<file path="config.mk">
export PLATFORM = sky130hd
export DESIGN_NAME = branch_predictor
export DESIGN_NICKNAME = d
export VERILOG_FILES = /design/src/rtl/branch_predictor_pkg.sv /design/src/rtl/bp_counter_table.sv /design/src/rtl/branch_predictor.sv
export SDC_FILE = /design/constraint.sdc
export NUM_CORES = 1
export LEC_CHECK = 0
export ABC_CLOCK_PERIOD_IN_PS = 7200
export CAP_MARGIN = 20
export CORE_ASPECT_RATIO = 1.5
export CORE_UTILIZATION = 53
export DETAILED_ROUTE_END_ITERATION = 10
export PLACE_DENSITY = 0.81
export SYNTH_ARGS = -nofsm -noshare
export SYNTH_HDL_FRONTEND = slang
export SYNTH_SLANG_ARGS = --single-unit
</file>
<file path="constraint.sdc">
create_clock -name clk -period 7.2 [get_ports clk]
set_clock_uncertainty 0.15 [all_clocks]
set_input_delay 1.44 -clock clk [delete_from_list [all_inputs] [get_ports clk]]
set_output_delay 1.44 -clock clk [all_outputs]
set_load 0.03 [all_outputs]
</file>
<file path="src/rtl/branch_predictor_pkg.sv">
// Shared encodings for the branch direction predictor: counter states,
// sweep FSM states and the instruction-alignment offset.
package branch_predictor_pkg;

    localparam logic [1:0] SNT = 2'b00;
    localparam logic [1:0] WNT = 2'b01;
    localparam logic [1:0] WT  = 2'b10;
    localparam logic [1:0] ST  = 2'b11;

    localparam int PC_LSB = 2;

    typedef enum logic {
        ST_INIT = 1'b0,
        ST_RUN  = 1'b1
    } bp_state_t;

    function automatic logic [1:0] ctr_update(input logic [1:0] ctr, input logic taken);
        logic [1:0] res;
        res = ctr;
        if (taken && ctr != ST) begin
            res = ctr + 2'd1;
        end else if (!taken && ctr != SNT) begin
            res = ctr - 2'd1;
        end
        return res;
    endfunction

endpackage

</file>
<file path="src/rtl/bp_counter_table.sv">
// 2-bit saturating counter table: reset sweep, combinational read port and a
// single write port shared by the sweep and the resolve-time update.
module bp_counter_table
    import branch_predictor_pkg::*;
#(
    parameter int         IDX_BITS   = 6,
    parameter logic [1:0] INIT_STATE = WNT
) (
    input  logic                clk,
    input  logic                i_srst,
    input  logic [IDX_BITS-1:0] i_rd_idx,
    output logic [1:0]          o_rd_ctr,
    input  logic [IDX_BITS-1:0] i_wr_idx,
    input  logic                i_wr_en,
    input  logic                i_wr_taken,
    output logic                o_ready
);

    localparam int DEPTH = 1 << IDX_BITS;

    logic [1:0]          r_mem [DEPTH];
    bp_state_t           r_state_reg;
    bp_state_t           w_state_next;
    logic [IDX_BITS-1:0] r_idx_reg;
    logic [IDX_BITS-1:0] w_idx_next;
    logic                w_we;
    logic [IDX_BITS-1:0] w_wa;
    logic [1:0]          w_wd;
    logic [1:0]          w_cur;

    // Read happens before the edge, so a same-index write is never bypassed.
    assign o_rd_ctr = r_mem[i_rd_idx];
    assign w_cur    = r_mem[i_wr_idx];
    assign o_ready  = (r_state_reg == ST_RUN);

    always_comb begin
        w_state_next = r_state_reg;
        w_idx_next   = r_idx_reg;
        w_we         = 1'b0;
        w_wa         = i_wr_idx;
        w_wd         = ctr_update(w_cur, i_wr_taken);
        case (r_state_reg)
            ST_INIT: begin
                w_we       = 1'b1;
                w_wa       = r_idx_reg;
                w_wd       = INIT_STATE;
                w_idx_next = r_idx_reg + 1'b1;
                if (&r_idx_reg) begin
                    w_state_next = ST_RUN;
                end
            end
            ST_RUN: begin
                w_we = i_wr_en;
            end
            default: begin
                w_state_next = ST_INIT;
            end
        endcase
    end

    always_ff @(posedge clk) begin
        if (i_srst) begin
            r_state_reg <= ST_INIT;
            r_idx_reg   <= '0;
        end else begin
            r_state_reg <= w_state_next;
            r_idx_reg   <= w_idx_next;
        end
    end

    always_ff @(posedge clk) begin
        if (w_we && !i_srst) begin
            r_mem[w_wa] <= w_wd;
        end
    end

endmodule

</file>
<file path="src/rtl/branch_predictor.sv">
// Branch direction predictor top: indexing, target/fall-through selection.
// Define BP_GSHARE_EN to XOR a global history register into both indices.
module branch_predictor
    import branch_predictor_pkg::*;
#(
    parameter int         IDX_BITS   = 6,
    parameter logic [1:0] INIT_STATE = WNT
) (
    input  logic        clk,
    input  logic        reset,
    input  logic        lookup_valid,
    input  logic [31:0] lookup_pc,
    input  logic [31:0] lookup_target,
    input  logic        resolve_valid,
    input  logic [31:0] resolve_pc,
    input  logic        resolve_taken,
    output logic        ready,
    output logic        predict_taken,
    output logic [31:0] predict_target
);

    logic [IDX_BITS-1:0] w_lookup_idx;
    logic [IDX_BITS-1:0] w_resolve_idx;
    logic [1:0]          w_ctr;
    logic                w_ready;
    logic                w_unused;

`ifdef BP_GSHARE_EN
    logic [IDX_BITS-1:0] r_ghr;

    // Update index uses the history before this resolve shifts into it.
    always_ff @(posedge clk) begin
        if (reset) begin
            r_ghr <= '0;
        end else if (resolve_valid && w_ready) begin
            r_ghr <= {r_ghr[IDX_BITS-2:0], resolve_taken};
        end
    end

    assign w_lookup_idx  = lookup_pc[IDX_BITS+PC_LSB-1:PC_LSB] ^ r_ghr;
    assign w_resolve_idx = resolve_pc[IDX_BITS+PC_LSB-1:PC_LSB] ^ r_ghr;
`else
    assign w_lookup_idx  = lookup_pc[IDX_BITS+PC_LSB-1:PC_LSB];
    assign w_resolve_idx = resolve_pc[IDX_BITS+PC_LSB-1:PC_LSB];
`endif

    assign w_unused = ^{resolve_pc[31:IDX_BITS+PC_LSB], resolve_pc[PC_LSB-1:0]};

    bp_counter_table #(
        .IDX_BITS   (IDX_BITS),
        .INIT_STATE (INIT_STATE)
    ) u_table (
        .clk        (clk),
        .i_srst     (reset),
        .i_rd_idx   (w_lookup_idx),
        .o_rd_ctr   (w_ctr),
        .i_wr_idx   (w_resolve_idx),
        .i_wr_en    (resolve_valid),
        .i_wr_taken (resolve_taken),
        .o_ready    (w_ready)
    );

    assign ready          = w_ready;
    assign predict_taken  = w_ready & lookup_valid & w_ctr[1];
    assign predict_target = predict_taken ? lookup_target : (lookup_pc + 32'd4);

endmodule

</file>
==> flow_metrics.py, run 1 <==
metrics = {
    "synth": {
        "synth_cells": 549,
        "synth_warnings": 0,
        "avgSynthCellArea_um2": 13.60,
        "synthArstFlopShare_pct": 0,
        "ys_types": 51,
        "synth_fp_nets": 654,
        "ys_seq_elements": 135,
        "ys_seq_area_share_pct": 53.35,
        "synth_area_mm2": 0.007467,
        "synth_top_flop_cell": "edfxtp_1",
        "synth_enable_flop_cells": 128,
    },
    "layout": {
        "largest_reg_flops": 128,
        "area_delta_synth_final_pct": 23.84,
        "drive_above_1_share_pct": 19.28,
        "stdcell_count": 831,
        "insertedDiodeCount": 0,
        "layout.nets": 761,
    },
    "timing": {
        "slew_headroom_pct": 27.86,
        "finalHoldViolations": 0,
        "report.final.slew_viol_count": 0,
        "max_freq_mhz": 149.1,
        "min_period_ns": 6.706,
        "tightest_slew_ns": 1.079,
        "fin_crit_sh_pct": 93.14,
        "fin_setup_tns_ns": 0,
        "setup_viol": 0,
        "rsz0062_at_grt": "no",
    },
    "setup_path": {
        "r2r.worst_path.cells": 10,
        "cp_slowest_cell": "clkdlybuf4s50_1",
        "endpoint_kind": "output pin",
        "timing.rr.start": "u_table.r_mem[26][1]$_DFFE_PP_",
        "crit_end": "predict_target[13]",
        "crit_family": "buffers and inverters",
        "worstSetupPathType": "in2out",
        "max_stage_delay_ns": 0.84,
        "critical_path_buf_inv_count": 4,
        "crit_chain": "clkdlybuf4s50_1 -> buf_4 -> mux4_2 -> a2111oi_0 -> and3_4 -> nor4_4 -> buf_4 -> mux2_4 -> clkdlybuf4s50_1",
        "r2r_slack_ns": 3.48,
        "critPathMaxFanout": 33,
        "rr_endpoint": "u_table.r_mem[42][0]$_DFFE_PP_",
        "worstPathRequired_ns": 5.61,
        "cp-start-kind": "input pin",
        "startpoint": "lookup_pc[4]",
        "path_depth": 9,
        "worstPathArrival_ns": 5.12,
    },
    "clock_tree": {
        "postCtsSetupBuffers": 0,
        "htreeDepth": 4,
        "path_clk_slew_ns": 0.06,
        "cts_inserted_buffers": 17,
        "insertion_delay_ns": 0.43,
        "cts_resized": 0,
        "ctsHoldBuffers": 0,
        "clk_path_buf_depth": 2,
        "numClockSinks": 135,
        "cts_tree": "built",
        "cts-root-buf": "clkbuf_16",
    },
    "status": {
        "status": "complete, no violations",
    },
    "detailed_routing": {
        "drt-total-wl_mm": 18.87,
        "drc_errors": 0,
        "vias": 5305,
        "via_per_inst": 6.384,
        "drt-initial-drc-count": 566,
        "dr.pass1.iters": 6,
        "routedWlPerCell_um": 22.71,
        "ant_nets": 0,
    },
    "die": {
        "boundaryPins": 135,
        "die_w_um": 98.92,
        "die_h_um": 147.4,
        "start_util_pct": 54.91,
        "coreArea_mm2": 0.01360,
        "rows": 52,
        "die_area_mm2": 0.01458,
    },
    "pwr": {
        "p_per_area_mw_per_mm2": 208.7,
        "p_leak_nw": 3.159,
        "ir_drop_uv": 171.6,
    },
    "global_routing": {
        "grt-ovfl-total": 0,
        "grtUsageTotal_pct": 27.01,
        "grt_pass1_wl_mm": 29.19,
        "grt_antenna_before_repair": 0,
        "first_global_vias": 5419,
        "grt_max_degree": 65,
    },
    "flow_run": {
        "maxCapViolations": 0,
    },
    "place": {
        "io_buffers": 108,
        "hpwl_mm": 13.03,
        "routabilityCongestion": 0.8703,
        "dp_cells": 798,
    },
    "min_path": {
        "hp-class": "reg2reg",
    },
}
==> synth_stat cells (all sizes together) (4+ instances only) <==
cell type / count / area (µm²)
xnor2: 17 / 148.9
nor3: 4 / 20.02
buf: 16 / 122.6
nor2: 100 / 375.4
nand2: 38 / 142.6
mux4: 47 / 1059
xor2: 16 / 140.1
ha: 4 / 50.05
a21oi: 6 / 30.03
edfxtp: 128 / 3844
nand4: 7 / 43.79
a22oi: 11 / 82.58
nand3: 18 / 95.09
inv: 11 / 41.29
mux2i: 15 / 150.1
dfxtp: 7 / 140.1
nor2b: 9 / 56.30
clkbuf: 14 / 52.55
mux2: 33 / 473.0
==> through the flow <==
stage	power [W]	hold WS [ns]	setup slack [ns]	util (%)	area [µm²]
floorplan	0.0009998	0.3437	1.091	-	7467
global placement	0.001088	0.3653	0.6099	63.61	8650
detailed placement	0.001092	0.4010	0.4769	63.61	8650
CTS	0.001924	0.4236	0.4665	67.86	9228
global route	0.001978	0.4447	0.2702	68.01	9248
finish	0.001930	0.4308	0.4938	68.01	9248
==> worst min-delay path, cell delays in order (launching register included) <==
cell     delay (ns)
dfxtp_1        0.38
xor2_1         0.09
nor2_1         0.08
==> layout by cell type, fill, tap and decap left out, types with 7 or more instances in the layout <==
cell	instances
inv_1	11
nand2_1	38
nor2b_1	9
edfxtp_1	128
clkbuf_16	17
clkdlybuf4s50_1	107
mux4_2	47
mux2_4	27
mux2i_1	15
nand4_1	7
buf_4	9
xor2_1	16
nor2_1	100
xnor2_1	17
dfxtp_1	7
nand3_1	17
a22oi_1	11
==> worst min-delay path by stage <==
stage / from / endpoint / slack [ns] / cells past startpoint
after floorplan: u_table.r_idx_reg[4]$_SDFFE_PP0N_ / u_table.r_idx_reg[4]$_SDFFE_PP0N_ / 0.34 / 2
after detailed placement: u_table.r_idx_reg[4]$_SDFFE_PP0N_ / u_table.r_idx_reg[4]$_SDFFE_PP0N_ / 0.40 / 2
final: u_table.r_idx_reg[5]$_SDFFE_PP0N_ / u_table.r_idx_reg[5]$_SDFFE_PP0N_ / 0.43 / 2
after CTS: u_table.r_idx_reg[4]$_SDFFE_PP0N_ / u_table.r_idx_reg[4]$_SDFFE_PP0N_ / 0.42 / 2
after global routing: u_table.r_idx_reg[4]$_SDFFE_PP0N_ / u_table.r_idx_reg[4]$_SDFFE_PP0N_ / 0.44 / 2
after global placement: u_table.r_idx_reg[4]$_SDFFE_PP0N_ / u_table.r_idx_reg[4]$_SDFFE_PP0N_ / 0.37 / 2
==> area by class of cell <==
type	count	area (µm²)
fillers	894	4350
clock inverters	14	148.9
multi-input cells	373	3278
flip-flops and latches	135	3984
inverters	11	41.29
well taps	162	202.7
repair buffers	118	1164
clock buffers	18	429.2
==> report_power, final <==
group	switching [W]	leakage (nW)	internal (W)
clock network	0.000339	0.275	0.000511
registers	0.00000295	1.29	0.000849
logic	0.000111	1.60	0.000117
==> layer usage <==
layer  routed length [µm]  GRT usage, %  up-vias  part of all wire, %
met5                    0             0        -                    0
met4                  792         13.88        0                  4.2
met3                 1655         6.903       48                  8.8
met2                10010         48.32      374                   53
met1                 6410         29.28     2573                   34
li1                     -             -     2310                    -
==> cells by family (layout without fill, tap and decap cells) <==
family	Yosys count	after routing	synth area share, %
xor+xnor	33	33	3.871
buf+inv	41	161	2.899
flops	135	135	53.35
mux	95	95	22.52
compound gates	39	39	3.921
fa+ha+maj	4	4	0.6703
simple gates	202	202	12.77
Note: power is estimated with default switching activity, not from simulation.
==> inputs of run 2 (changes only) <==
- ABC_AREA: not set -> 0
==> results of run 2 <==
Same layout as run 1: the final DEF is identical, and so are final timing and power.
==> inputs of run 3 (changes only) <==
- REMOVE_ABC_BUFFERS: not set -> 1
==> run 3 against run 2 <==
Net effect:
- count of clock-buffer cells in the layout is 3 higher
- fmax increased by 3.2%
- sequential power about the same
- core utilization up 0.53 points
- clock power up 2.9%
- combinational power grew 2%
- routed wire length increased by 0.95%
- largest power group is now clock
- global-route usage up 0.14 points
- die area did not move
==> flow_metrics.py, run 3 (same netlist as run 1, synthesis figures left out) <==
metrics = {
    "detailed_routing": {
        "drt-met1-wl_mm": 6.430,
        "met3_length_mm": 1.617,
        "via_per_inst": 6.343,
        "drc_errors": 0,
        "dr.pass1.iters": 6,
        "dr.max_layer_used": "met4",
        "route.met2.wl_mm": 10.23,
        "routedWlPerCell_um": 22.87,
        "drt-total-wl_mm": 19.05,
        "ant_nets": 0,
        "vias": 5284,
        "drt-initial-drc-count": 449,
    },
    "timing": {
        "min_period_ns": 6.499,
        "max_freq_mhz": 153.9,
        "setup_viol": 0,
        "hold_ws_ns": 0.4018,
        "fin_setup_tns_ns": 0,
        "rsz0062_at_grt": "no",
        "tightest_slew_ns": 0.9197,
        "finalHoldViolations": 0,
        "report.final.slew_viol_count": 0,
        "fin_crit_sh_pct": 90.26,
        "slew_headroom_pct": 38.49,
    },
    "setup_path": {
        "worstPathArrival_ns": 4.91,
        "cp_slowest_cell": "clkdlybuf4s50_1",
        "r2r.worst_path.cells": 10,
        "worst_path_most_repeated_cell": "clkdlybuf4s50_1",
        "endpoint_kind": "output pin",
        "max_stage_delay_ns": 0.87,
        "worstPathRequired_ns": 5.61,
        "crit_chain": "clkdlybuf4s50_1 -> mux4_2 -> nor2b_1 -> a2111oi_0 -> nand4b_1 -> nor4_4 -> buf_12 -> mux2_4 -> clkdlybuf4s50_1",
        "critPathMaxFanout": 33,
        "worstSetupPathType": "in2out",
        "cp-start-kind": "input pin",
        "r2r_slack_ns": 3.56,
    },
    "status": {
        "status": "complete, no violations",
    },
    "pwr": {
        "p_per_area_mw_per_mm2": 210.3,
        "ir_drop_uv": 173.3,
        "p_sw_w": 0.0004176,
        "p_clk_share_pct": 44.7,
        "combPwrFrac_pct": 11.8,
        "p_leak_nw": 3.199,
        "p_int_w": 0.001542,
        "p_sw_share_pct": 21.30,
        "seqPwrFrac_pct": 43.5,
    },
    "place": {
        "io_buffers": 108,
        "routabilityCongestion": 0.8906,
        "hpwl_mm": 13.10,
    },
    "clock_tree": {
        "ctsHoldBuffers": 0,
        "clk_path_buf_depth": 2,
        "numClockSinks": 135,
        "cts-root-buf": "clkbuf_16",
        "path_clk_slew_ns": 0.05,
        "postCtsSetupBuffers": 0,
        "insertion_delay_ns": 0.42,
        "cts_resized": 0,
        "htreeDepth": 4,
        "cts_tree": "built",
        "cts_inserted_buffers": 17,
    },
    "die": {
        "rows": 52,
        "boundaryPins": 135,
        "die_area_mm2": 0.01458,
        "die_h_um": 147.4,
        "die_w_um": 98.92,
        "start_util_pct": 54.91,
        "coreArea_mm2": 0.01360,
    },
    "layout": {
        "layout_commonest_cell": "edfxtp_1",
        "drive_above_1_share_pct": 18.78,
        "layout.nets": 763,
        "mostFrequentLayoutCells": "edfxtp_1 (128), clkdlybuf4s50_1 (107), nor2_1 (100)",
        "largest_reg_flops": 128,
        "area_delta_synth_final_pct": 24.82,
        "insertedDiodeCount": 0,
    },
    "global_routing": {
        "grt_max_degree": 65,
        "grtUsageTotal_pct": 27.16,
        "grt_pass1_wl_mm": 29.14,
        "first_global_vias": 5358,
        "grt-ovfl-total": 0,
        "grt_antenna_before_repair": 0,
    },
    "flow_run": {
        "maxCapViolations": 0,
    },
    "min_path": {
        "holdPathStages": 2,
        "hp-class": "reg2reg",
    },
}
==> run 3: area by class of cell <==
cell class,count,area [µm²]
fill,922,4278
clock buffer,21,440.4
timing repair buffer,120,1219
tap,162,202.7
clock inverter,11,155.1
sequential,135,3984
inverter,11,41.29
multi-input combinational,373,3278
==> run 3: final timing paths <==
check                               startpoint                                end
max                               lookup_pc[3]                 predict_target[18]
min          u_table.r_idx_reg[4]$_SDFFE_PP0N_  u_table.r_idx_reg[4]$_SDFFE_PP0N_
max reg2reg     u_table.r_mem[31][1]$_DFFE_PP_     u_table.r_mem[44][0]$_DFFE_PP_
min reg2reg  u_table.r_idx_reg[4]$_SDFFE_PP0N_  u_table.r_idx_reg[4]$_SDFFE_PP0N_
==> run 3: per-stage QoR <==
step / power, W / worst slack, ns / instances / util (%) / area [µm²]
finish: 0.001960 / 0.7010 / 833 / 68.54 / 9320
global route: 0.002001 / 0.5266 / 833 / 68.54 / 9320
CTS: 0.001953 / 0.6758 / 831 / 68.14 / 9265
detailed placement: 0.001094 / 0.6829 / 799 / 63.76 / 8670
global placement: 0.001089 / 0.7719 / 799 / 63.76 / 8670
floorplan: 0.0009797 / 0.7747 / 519 / - / 7292
==> run 3: metal layers <==
metal,vias up,GRT usage [%]
li1,2313,-
met1,2569,28.27
met2,344,49.37
met3,58,7.329
met4,0,14.33
met5,-,0
==> run 3: critical path, delay by kind of cell <==
family | cells | cell delay (ns)
AOI/OAI and AO/OA | 1 | 0.42
buffers and inverters | 3 | 1.70
muxes | 2 | 0.89
and+or+nand+nor | 3 | 0.43
==> run 3: power groups by stage <==
stage,Sequential (W),Combinational [W],Clock [W]
3_3_place_gp,0.000868,0.000221,0
3_5_place_dp,0.000869,0.000226,0
2_1_floorplan,0.000868,0.000112,0
6_report,0.000853,0.000232,0.000875
4_1_cts,0.000853,0.000228,0.000872
5_1_grt,0.000853,0.000245,0.000903
